===== config.mk =====
export PLATFORM = sky130hd
export DESIGN_NAME = pipe_skid_chain
export DESIGN_NICKNAME = d
export VERILOG_FILES = /design/src/rtl/pipe_pkg.sv /design/src/rtl/pipe_skid_stage.sv /design/src/rtl/pipe_skid_chain.sv
export SDC_FILE = /design/constraint.sdc
export NUM_CORES = 1
export LEC_CHECK = 0
export BUFFER_PORTS_ARGS = -buffer_cell sky130_fd_sc_hd__buf_2
export CAP_MARGIN = 30
export CORE_AREA = 4 4 78 152
export CTS_BUF_LIST = sky130_fd_sc_hd__clkbuf_16
export DETAILED_ROUTE_END_ITERATION = 12
export DIE_AREA = 0 0 82 156
export GPL_TIMING_DRIVEN = 0
export PLACE_DENSITY = 0.48
export SLEW_MARGIN = 5
export SYNTH_ARGS = -nofsm -noshare
export SYNTH_HDL_FRONTEND = slang
export SYNTH_SLANG_ARGS = --single-unit

===== constraint.sdc =====
create_clock -name clk -period 4.99 [get_ports clk]
set_clock_uncertainty 0.05 [all_clocks]
set_input_delay 0.499 -clock clk [delete_from_list [all_inputs] [get_ports clk]]
set_output_delay 0.499 -clock clk [all_outputs]
set_load 0.005 [all_outputs]

===== src/rtl/pipe_pkg.sv =====
// pipe_pkg: shared types and helpers for the skid-buffer pipeline chain.
//   stage_state_t : occupancy state of one two-entry skid stage
//   CNT_W(depth)  : width of a counter that must hold 0..2*depth
package pipe_pkg;

    typedef enum logic [1:0] {
        ST_EMPTY = 2'd0,
        ST_HALF  = 2'd1,
        ST_FULL  = 2'd2
    } stage_state_t;

    function automatic int CNT_W(input int depth);
        return $clog2(2 * depth + 1);
    endfunction

endpackage


===== src/rtl/pipe_skid_stage.sv =====
// pipe_skid_stage: one registered two-entry skid buffer with valid/ready on
// both sides. up_ready is a flop, so no ready path crosses the stage.
//   clk, reset      : rising-edge clock, synchronous active-high reset
//   flush           : synchronous discard of held words (data regs untouched)
//   up_valid/ready  : upstream handshake, up_data is the offered word
//   down_valid/ready: downstream handshake, down_data is the main entry
module pipe_skid_stage
    import pipe_pkg::*;
#(
    parameter int WIDTH = 16
) (
    input  logic             clk,
    input  logic             reset,
    input  logic             flush,
    input  logic             up_valid,
    output logic             up_ready,
    input  logic [WIDTH-1:0] up_data,
    output logic             down_valid,
    input  logic             down_ready,
    output logic [WIDTH-1:0] down_data
);

    stage_state_t     state_q, state_d;
    logic             ready_q;
    logic [WIDTH-1:0] main_q, skid_q;
    logic             accept, emit;
    logic             load_main, load_skid, shift;

    always_comb begin
        accept    = up_valid && ready_q;
        emit      = (state_q != ST_EMPTY) && down_ready;
        state_d   = state_q;
        load_main = 1'b0;
        load_skid = 1'b0;
        shift     = 1'b0;
        case (state_q)
            ST_EMPTY: begin
                if (accept) begin
                    state_d   = ST_HALF;
                    load_main = 1'b1;
                end
            end
            ST_HALF: begin
                if (accept && emit) begin
                    load_main = 1'b1;
                end else if (accept) begin
                    state_d   = ST_FULL;
                    load_skid = 1'b1;
                end else if (emit) begin
                    state_d = ST_EMPTY;
                end
            end
            ST_FULL: begin
                if (emit) begin
                    state_d = ST_HALF;
                    shift   = 1'b1;
                end
            end
            default: state_d = ST_EMPTY;
        endcase
        // A word offered during flush is dropped, so nothing loads either.
        if (flush) begin
            state_d   = ST_EMPTY;
            load_main = 1'b0;
            load_skid = 1'b0;
            shift     = 1'b0;
        end
    end

    always_ff @(posedge clk) begin
        if (reset) begin
            state_q <= ST_EMPTY;
            ready_q <= 1'b1;
            main_q  <= '0;
            skid_q  <= '0;
        end else begin
            state_q <= state_d;
            // Registered ready: decoded from the next state, not from down_ready.
            ready_q <= (state_d != ST_FULL);
            if (load_main) begin
                main_q <= up_data;
            end else if (shift) begin
                main_q <= skid_q;
            end
            if (load_skid) begin
                skid_q <= up_data;
            end
        end
    end

    assign up_ready   = ready_q;
    assign down_valid = (state_q != ST_EMPTY);
    assign down_data  = main_q;

endmodule


===== src/rtl/pipe_skid_chain.sv =====
// pipe_skid_chain: DEPTH skid stages in series carrying a WIDTH-bit payload,
// with an occupancy counter. Throughput one word per cycle, FIFO order.
//   clk, reset          : rising-edge clock, synchronous active-high reset
//   flush               : synchronous discard of all in-flight words
//   in_valid/in_ready   : upstream handshake, in_data payload
//   out_valid/out_ready : downstream handshake, out_data payload
//   busy                : any word held
//   count               : number of words held (0..2*DEPTH)
module pipe_skid_chain
    import pipe_pkg::*;
#(
    parameter int WIDTH = 16,
    parameter int DEPTH = 2
) (
    input  logic                      clk,
    input  logic                      reset,
    input  logic                      flush,
    input  logic                      in_valid,
    output logic                      in_ready,
    input  logic [WIDTH-1:0]          in_data,
    output logic                      out_valid,
    input  logic                      out_ready,
    output logic [WIDTH-1:0]          out_data,
    output logic                      busy,
    output logic [CNT_W(DEPTH)-1:0]   count
);

    localparam int CW = CNT_W(DEPTH);

    logic [DEPTH:0]   link_valid;
    logic [DEPTH:0]   link_ready;
    logic [WIDTH-1:0] link_data [DEPTH+1];
    logic [CW-1:0]    count_q;
    logic             accept, emit;

    assign link_valid[0]     = in_valid;
    assign link_data[0]      = in_data;
    assign in_ready          = link_ready[0];
    assign out_valid         = link_valid[DEPTH];
    assign out_data          = link_data[DEPTH];
    assign link_ready[DEPTH] = out_ready;

    for (genvar k = 0; k < DEPTH; k++) begin : g_stage
        pipe_skid_stage #(.WIDTH(WIDTH)) u_stage (
            .clk        (clk),
            .reset      (reset),
            .flush      (flush),
            .up_valid   (link_valid[k]),
            .up_ready   (link_ready[k]),
            .up_data    (link_data[k]),
            .down_valid (link_valid[k+1]),
            .down_ready (link_ready[k+1]),
            .down_data  (link_data[k+1])
        );
    end

    assign accept = in_valid && in_ready;
    assign emit   = out_valid && out_ready;

    always_ff @(posedge clk) begin
        if (reset || flush) begin
            count_q <= '0;
        end else if (accept && !emit) begin
            count_q <= count_q + 1'b1;
        end else if (emit && !accept) begin
            count_q <= count_q - 1'b1;
        end
    end

    assign count = count_q;
    assign busy  = (count_q != '0);

endmodule


After elaboration in Yosys (flattened, before gate mapping)

Index checks and enable logic that the tools add are counted.

Add/sub/neg operators: 2
Eq/ne operators: 6
Mux-type cells: 39
Reduce and logical (&&, ||, !) cells: 18

Operators by type and width:

| kind                  | count |
|---|---|
| $mux W16              | 4 |
| $mux W2               | 12 |
| $mux W1               | 17 |
| $pmux W2 S3           | 2 |
| $reduce_bool A2 Y1    | 5 |
| $logic_and A1 B1 Y1   | 7 |
| $mux W3               | 2 |
| $eq A2 B1 Y1 const B  | 2 |
| $eq A2 B2 Y1 const B  | 2 |
| $logic_not A2 Y1      | 2 |
| $ne A2 B2 Y1 const B  | 2 |
| $pmux W1 S2           | 2 |
| $add A3 B1 Y3 const B | 1 |
| $reduce_bool A3 Y1    | 1 |
| $sub A3 B1 Y3 const B | 1 |
| $logic_not A1 Y1      | 2 |
| $logic_or A1 B1 Y1    | 1 |

Bits in registers: 73
Input port bits: 21
Logic and storage cells: 74

Longest topological paths before layout

Depth in word-level cells: 8
Mapped depth: 8

Modules after synthesis

Synthesis repeated with hierarchy kept, for this count alone.

Cell total of the unflattened synthesis: 373
Area, all modules: 3244.4 µm²

By module, submodules not included:

| module          | times used | cells each | area each (µm²) |
|---|---|---|---|
| pipe_skid_stage | 2          | 178        | 1537.7 |
| pipe_skid_chain | 1          | 17         | 168.9 |

Least setup slack after synthesis

Ideal clock, no wire load.

Path kind: flip-flop to flip-flop
From: reg g_stage[1].u_stage.state_q[1]
To: reg count_q[2] (netlist: count[2])
Library setup time: 70 ps
Data arrival time: 1908 ps
Setup slack: 2962 ps
Stages on the path, launching flop included: 9
Buffers on the path: 0
Clock period less this slack: 2028 ps
Cell sequence: dfxtp_1 > or2_2 > nand2_1 > ha_1 > inv_1 > fa_1 > xor2_1 > or3_1 > a21oi_1

Word-level cells in the longest chain between the ends: 5

RTL lines:

| what                                          | line                  | RTL |
|---|---|---|
| start, declared                               | pipe_skid_stage.sv:23 | `stage_state_t state_q, state_d;` |
| start signal, assigned                        | pipe_skid_stage.sv:77 | `state_q <= state_d;` |
| $reduce_bool A2 Y1 (*)                        | pipe_skid_stage.sv:92 | `assign down_valid = (state_q != ST_EMPTY);` |
| named net out_valid                           | pipe_skid_chain.sv:21 | `output logic out_valid,` |
| $logic_and A1 B1 Y1 (*)                       | pipe_skid_chain.sv:58 | `assign emit = out_valid && out_ready;` |
| $logic_not A1 Y1                              | pipe_skid_chain.sv:63 | `end else if (accept && !emit) begin` |
| $logic_and A1 B1 Y1                           | pipe_skid_chain.sv:63 |  |
| $mux W3 or $reduce_bool A2 Y1 (tied branches) | -                     |  |
| end signal, assigned                          | pipe_skid_chain.sv:64 | `count_q <= count_q + 1'b1;` |
| end signal, assigned                          | pipe_skid_chain.sv:66 | `count_q <= count_q - 1'b1;` |
| end, declared                                 | pipe_skid_chain.sv:33 | `logic [CW-1:0] count_q;` |

The timed path passes the listed nets; every way through them passes the cells marked *.
A chain may end at the register's enable or synchronous reset.

Worst setup path in the final report

From: reg g_stage[1].u_stage.state_q[1]
To: reg count_q[2] (netlist: count[2])

Word-level cells in the longest chain between the ends: 5

RTL lines:

| what                                          | line |
|---|---|
| $reduce_bool A2 Y1 (*)                        | pipe_skid_stage.sv:92 |
| $logic_and A1 B1 Y1 (*)                       | pipe_skid_chain.sv:58 |
| $logic_not A1 Y1                              | pipe_skid_chain.sv:63 |
| $logic_and A1 B1 Y1                           | pipe_skid_chain.sv:63 |
| $mux W3 or $reduce_bool A2 Y1 (tied branches) | - |

Mark *: on every way between the ends. The rest lies on a longest branch, timed or not.

==> impl_metrics.py <==
metrics = {
    "final_layout": {
        "fin_cells": 571,
        "antennaDiodeCount": 0,
        "area_growth_pct": 21.82,
        "fin_nets": 453,
        "final_layout_size_suffix_gt1_frac": 0.2028,
    },
    "route": {
        "routed_wl_um": 7577,
        "drc": 0,
        "m1WireLength_um": 2981,
        "highest_layer": "met4",
        "dr_total_vias": 2587,
        "avgRoutedWirePerCell_um": 13.27,
        "drt_first_pass_iters": 4,
        "drt-vias-per-instance": 4.531,
        "drtAntennaViolNets": 0,
        "wl_met3_um": 295,
        "wl_met2_um": 4202,
        "first_iter_violations": 119,
    },
    "global_route": {
        "grt_pass1_wl_um": 12470,
        "grt_start_max_net_pins": 12,
        "antenna_found_initial": 0,
        "grt_pass1_vias": 2557,
        "grt_usage": 0.1271,
        "grt_overflow": 0,
    },
    "floorplanning": {
        "io_pins": 43,
        "die_area_sq_mm": 0.01279,
        "fp.coreArea_sq_mm": 0.01061,
        "start_util": 0.2946,
        "dieWidth_um": 82,
        "rows": 53,
        "die_h_um": 156,
    },
    "sta": {
        "setup_tns_ns": 0,
        "timing.final.hold_violations": 0,
        "setup_viol": 0,
        "fin_hold_ws_ns": 0.3406,
        "relSlewSlack": 0.4931,
        "worst_pin_slew_ns": 0.7603,
        "rsz0062_at_grt": "false",
        "period_share": 0.4392,
        "fmax_mhz": 456.3,
        "drv_slew": 0,
        "min_period_ns": 2.192,
    },
    "yosys": {
        "syn_nets": 400,
        "synth_simple_gate_area_frac": 0.2654,
        "synth-compound-area-share": 0.1882,
        "synthAdderAreaFrac": 0.01041,
        "synth-seq-cells": 73,
        "yosysSeqAreaShare": 0.4676,
        "synth_mux_area_frac": 0.01281,
        "syn-mean-instance-area_sq_um": 8.290,
        "synth_edf_count": 0,
        "ys_warn_count": 0,
        "yosysUniqueCellTypes": 33,
        "synth_top_family_by_area": "simple AND/OR/NAND/NOR gates",
        "synth-xor-area-share": 0.005604,
        "synthFlopType": "dfxtp_1",
        "synthArstFlopShare": 0,
        "synthCells": 377,
        "synth_area_sq_mm": 0.003125,
    },
    "setup_path": {
        "cp_max_fo": 10,
        "cpMaxStageDelayCell": "dfxtp_1",
        "crit_path_start_kind": "flop",
        "cp_cell_sequence": "or2_2 -> nand2_1 -> ha_1 -> inv_1 -> fa_1 -> xor2_1 -> or3_1 -> a21oi_1",
        "arrival_ns": 2.40,
        "critPathMaxStageDelay_ns": 0.41,
        "reg2regPathDepth": 8,
        "crit_required_ns": 5.19,
        "worst-setup-path-type": "reg -> reg",
        "critPathCaptureType": "flop",
    },
    "clock_network": {
        "numCtsBuffers": 9,
        "h-tree-depth": 3,
        "cts_sinks": 73,
        "cts_resized": 0,
        "clk_latency_ns": 0.32,
        "post_cts_buffers": 0,
        "cts_tree": "built",
        "clkTransAtPathRegs_ns": 0.05,
        "cts_root_buffer": "clkbuf_16",
        "cts_buffer_depth": 2,
        "ctsHoldBuffers": 0,
    },
    "power_and_ir_drop": {
        "power.density_mw_per_mm2": 355.6,
        "vdd_drop_max_uv": 173.2,
        "p_leak_nw": 1.384,
    },
    "run_status": {
        "status": "complete, no violations",
    },
    "job": {
        "maxCapViolCount": 0,
    },
    "place": {
        "place_congestion": 0.7386,
        "post-place-cells": 556,
        "io_buffer_count": 42,
        "place_hpwl_um": 6076,
    },
    "hold_path": {
        "hp-class": "in -> reg",
        "hold_path_depth": 2,
    },
}
==> report_power, final <==
group | total (mW) | internal (mW) | switching [mW]
sequential | 0.613 | 0.600 | 0.0129
clock | 0.654 | 0.427 | 0.226
combinational | 0.0872 | 0.0373 | 0.0500
total | 1.35 | 1.06 | 0.289
==> layer usage <==
layer | vias up | GRT usage
met5 | - | 0
met4 | 0 | 0.05705
met3 | 6 | 0.02775
met2 | 42 | 0.2320
met1 | 1148 | 0.1340
li1 | 1391 | -
==> through the flow <==
stage | instance area [sq um] | util | setup WS (ns) | power [mW]
after detailed placement | 3507 | 0.3305 | 2.725 | 0.7144
after global routing | 3807 | 0.3588 | 2.626 | 1.414
after global placement | 3507 | 0.3305 | 2.784 | 0.7139
final | 3807 | 0.3588 | 2.798 | 1.354
after CTS | 3807 | 0.3588 | 2.783 | 1.376
after floorplan | 3126 | - | 2.962 | 0.6780
==> Yosys cell counts (3+ instances only) <==
cell | number | area, sq um
a21oi_1 | 33 | 165.2
a311oi_1 | 16 | 140.1
a311oi_2 | 16 | 240.2
buf_2 | 10 | 50.05
clkbuf_1 | 18 | 67.56
dfxtp_1 | 73 | 1461
inv_1 | 3 | 11.26
mux2i_1 | 4 | 40.04
nand2_1 | 131 | 491.7
nor2_1 | 38 | 142.6
or3_1 | 4 | 25.02
or4_1 | 3 | 22.52
==> critical path, delay by kind of cell, from the launching register on <==
kind | cells | cell delay [ns]
buffers and inverters | 1 | 0.06
flip-flops | 1 | 0.41
AO/OA/AOI/OAI | 1 | 0.14
AND/OR/NAND/NOR | 3 | 0.76
XOR/XNOR | 1 | 0.16
adder cells (fa/ha/maj) | 2 | 0.56
==> flip-flops by register name (all words and copies together) (netlist names) <==
register                   count
g_stage.u_stage.up_ready       2
g_stage.u_stage.state_q        4
g_stage.u_stage.down_data     32
count                          3
g_stage.u_stage.skid_q        32
==> cells in the final DEF (no fill, tap or decap), drive strengths merged, types with 3 or more instances in the layout <==
cell,instances
o21ai,3
nand2,131
inv,4
nor2,38
mux2i,4
a21oi,33
clkinv,3
or3,4
dfxtp,73
buf,54
clkbuf,28
or4,3
a311oi,32
==> cells by family (layout without fill, tap and decap cells) <==
kind of cell	after synthesis	count (layout)
flip-flops	73	73
buffers and inverters	34	91
multiplexers	4	4
adder cells (fa/ha/maj)	2	2
XOR/XNOR	2	2
AND/OR/NAND/NOR	191	191
AO/OA/AOI/OAI	71	71
==> final timing paths <==
path,from,to,slack (ns)
worst max-delay path,g_stage[1].u_stage.state_q[1],count[2],2.80
worst min-delay path,out_ready,g_stage[1].u_stage.state_q[1],0.34
worst max register to register,g_stage[1].u_stage.state_q[1],count[2],2.80
worst min register to register,g_stage[0].u_stage.skid_q[8],g_stage[0].u_stage.skid_q[8],0.40
==> final cells by class <==
type | count | area (sq um)
Tap cell | 137 | 171.4
Fill cell | 1161 | 6803
Clock buffer | 9 | 225.2
Multi-Input combinational cell | 270 | 1508
Timing Repair Buffer | 42 | 210.2
Inverter | 3 | 11.26
Clock inverter | 6 | 75.07
Sequential cell | 73 | 1461
Buffer | 31 | 145.1
Power figures use the tool's default switching activity.
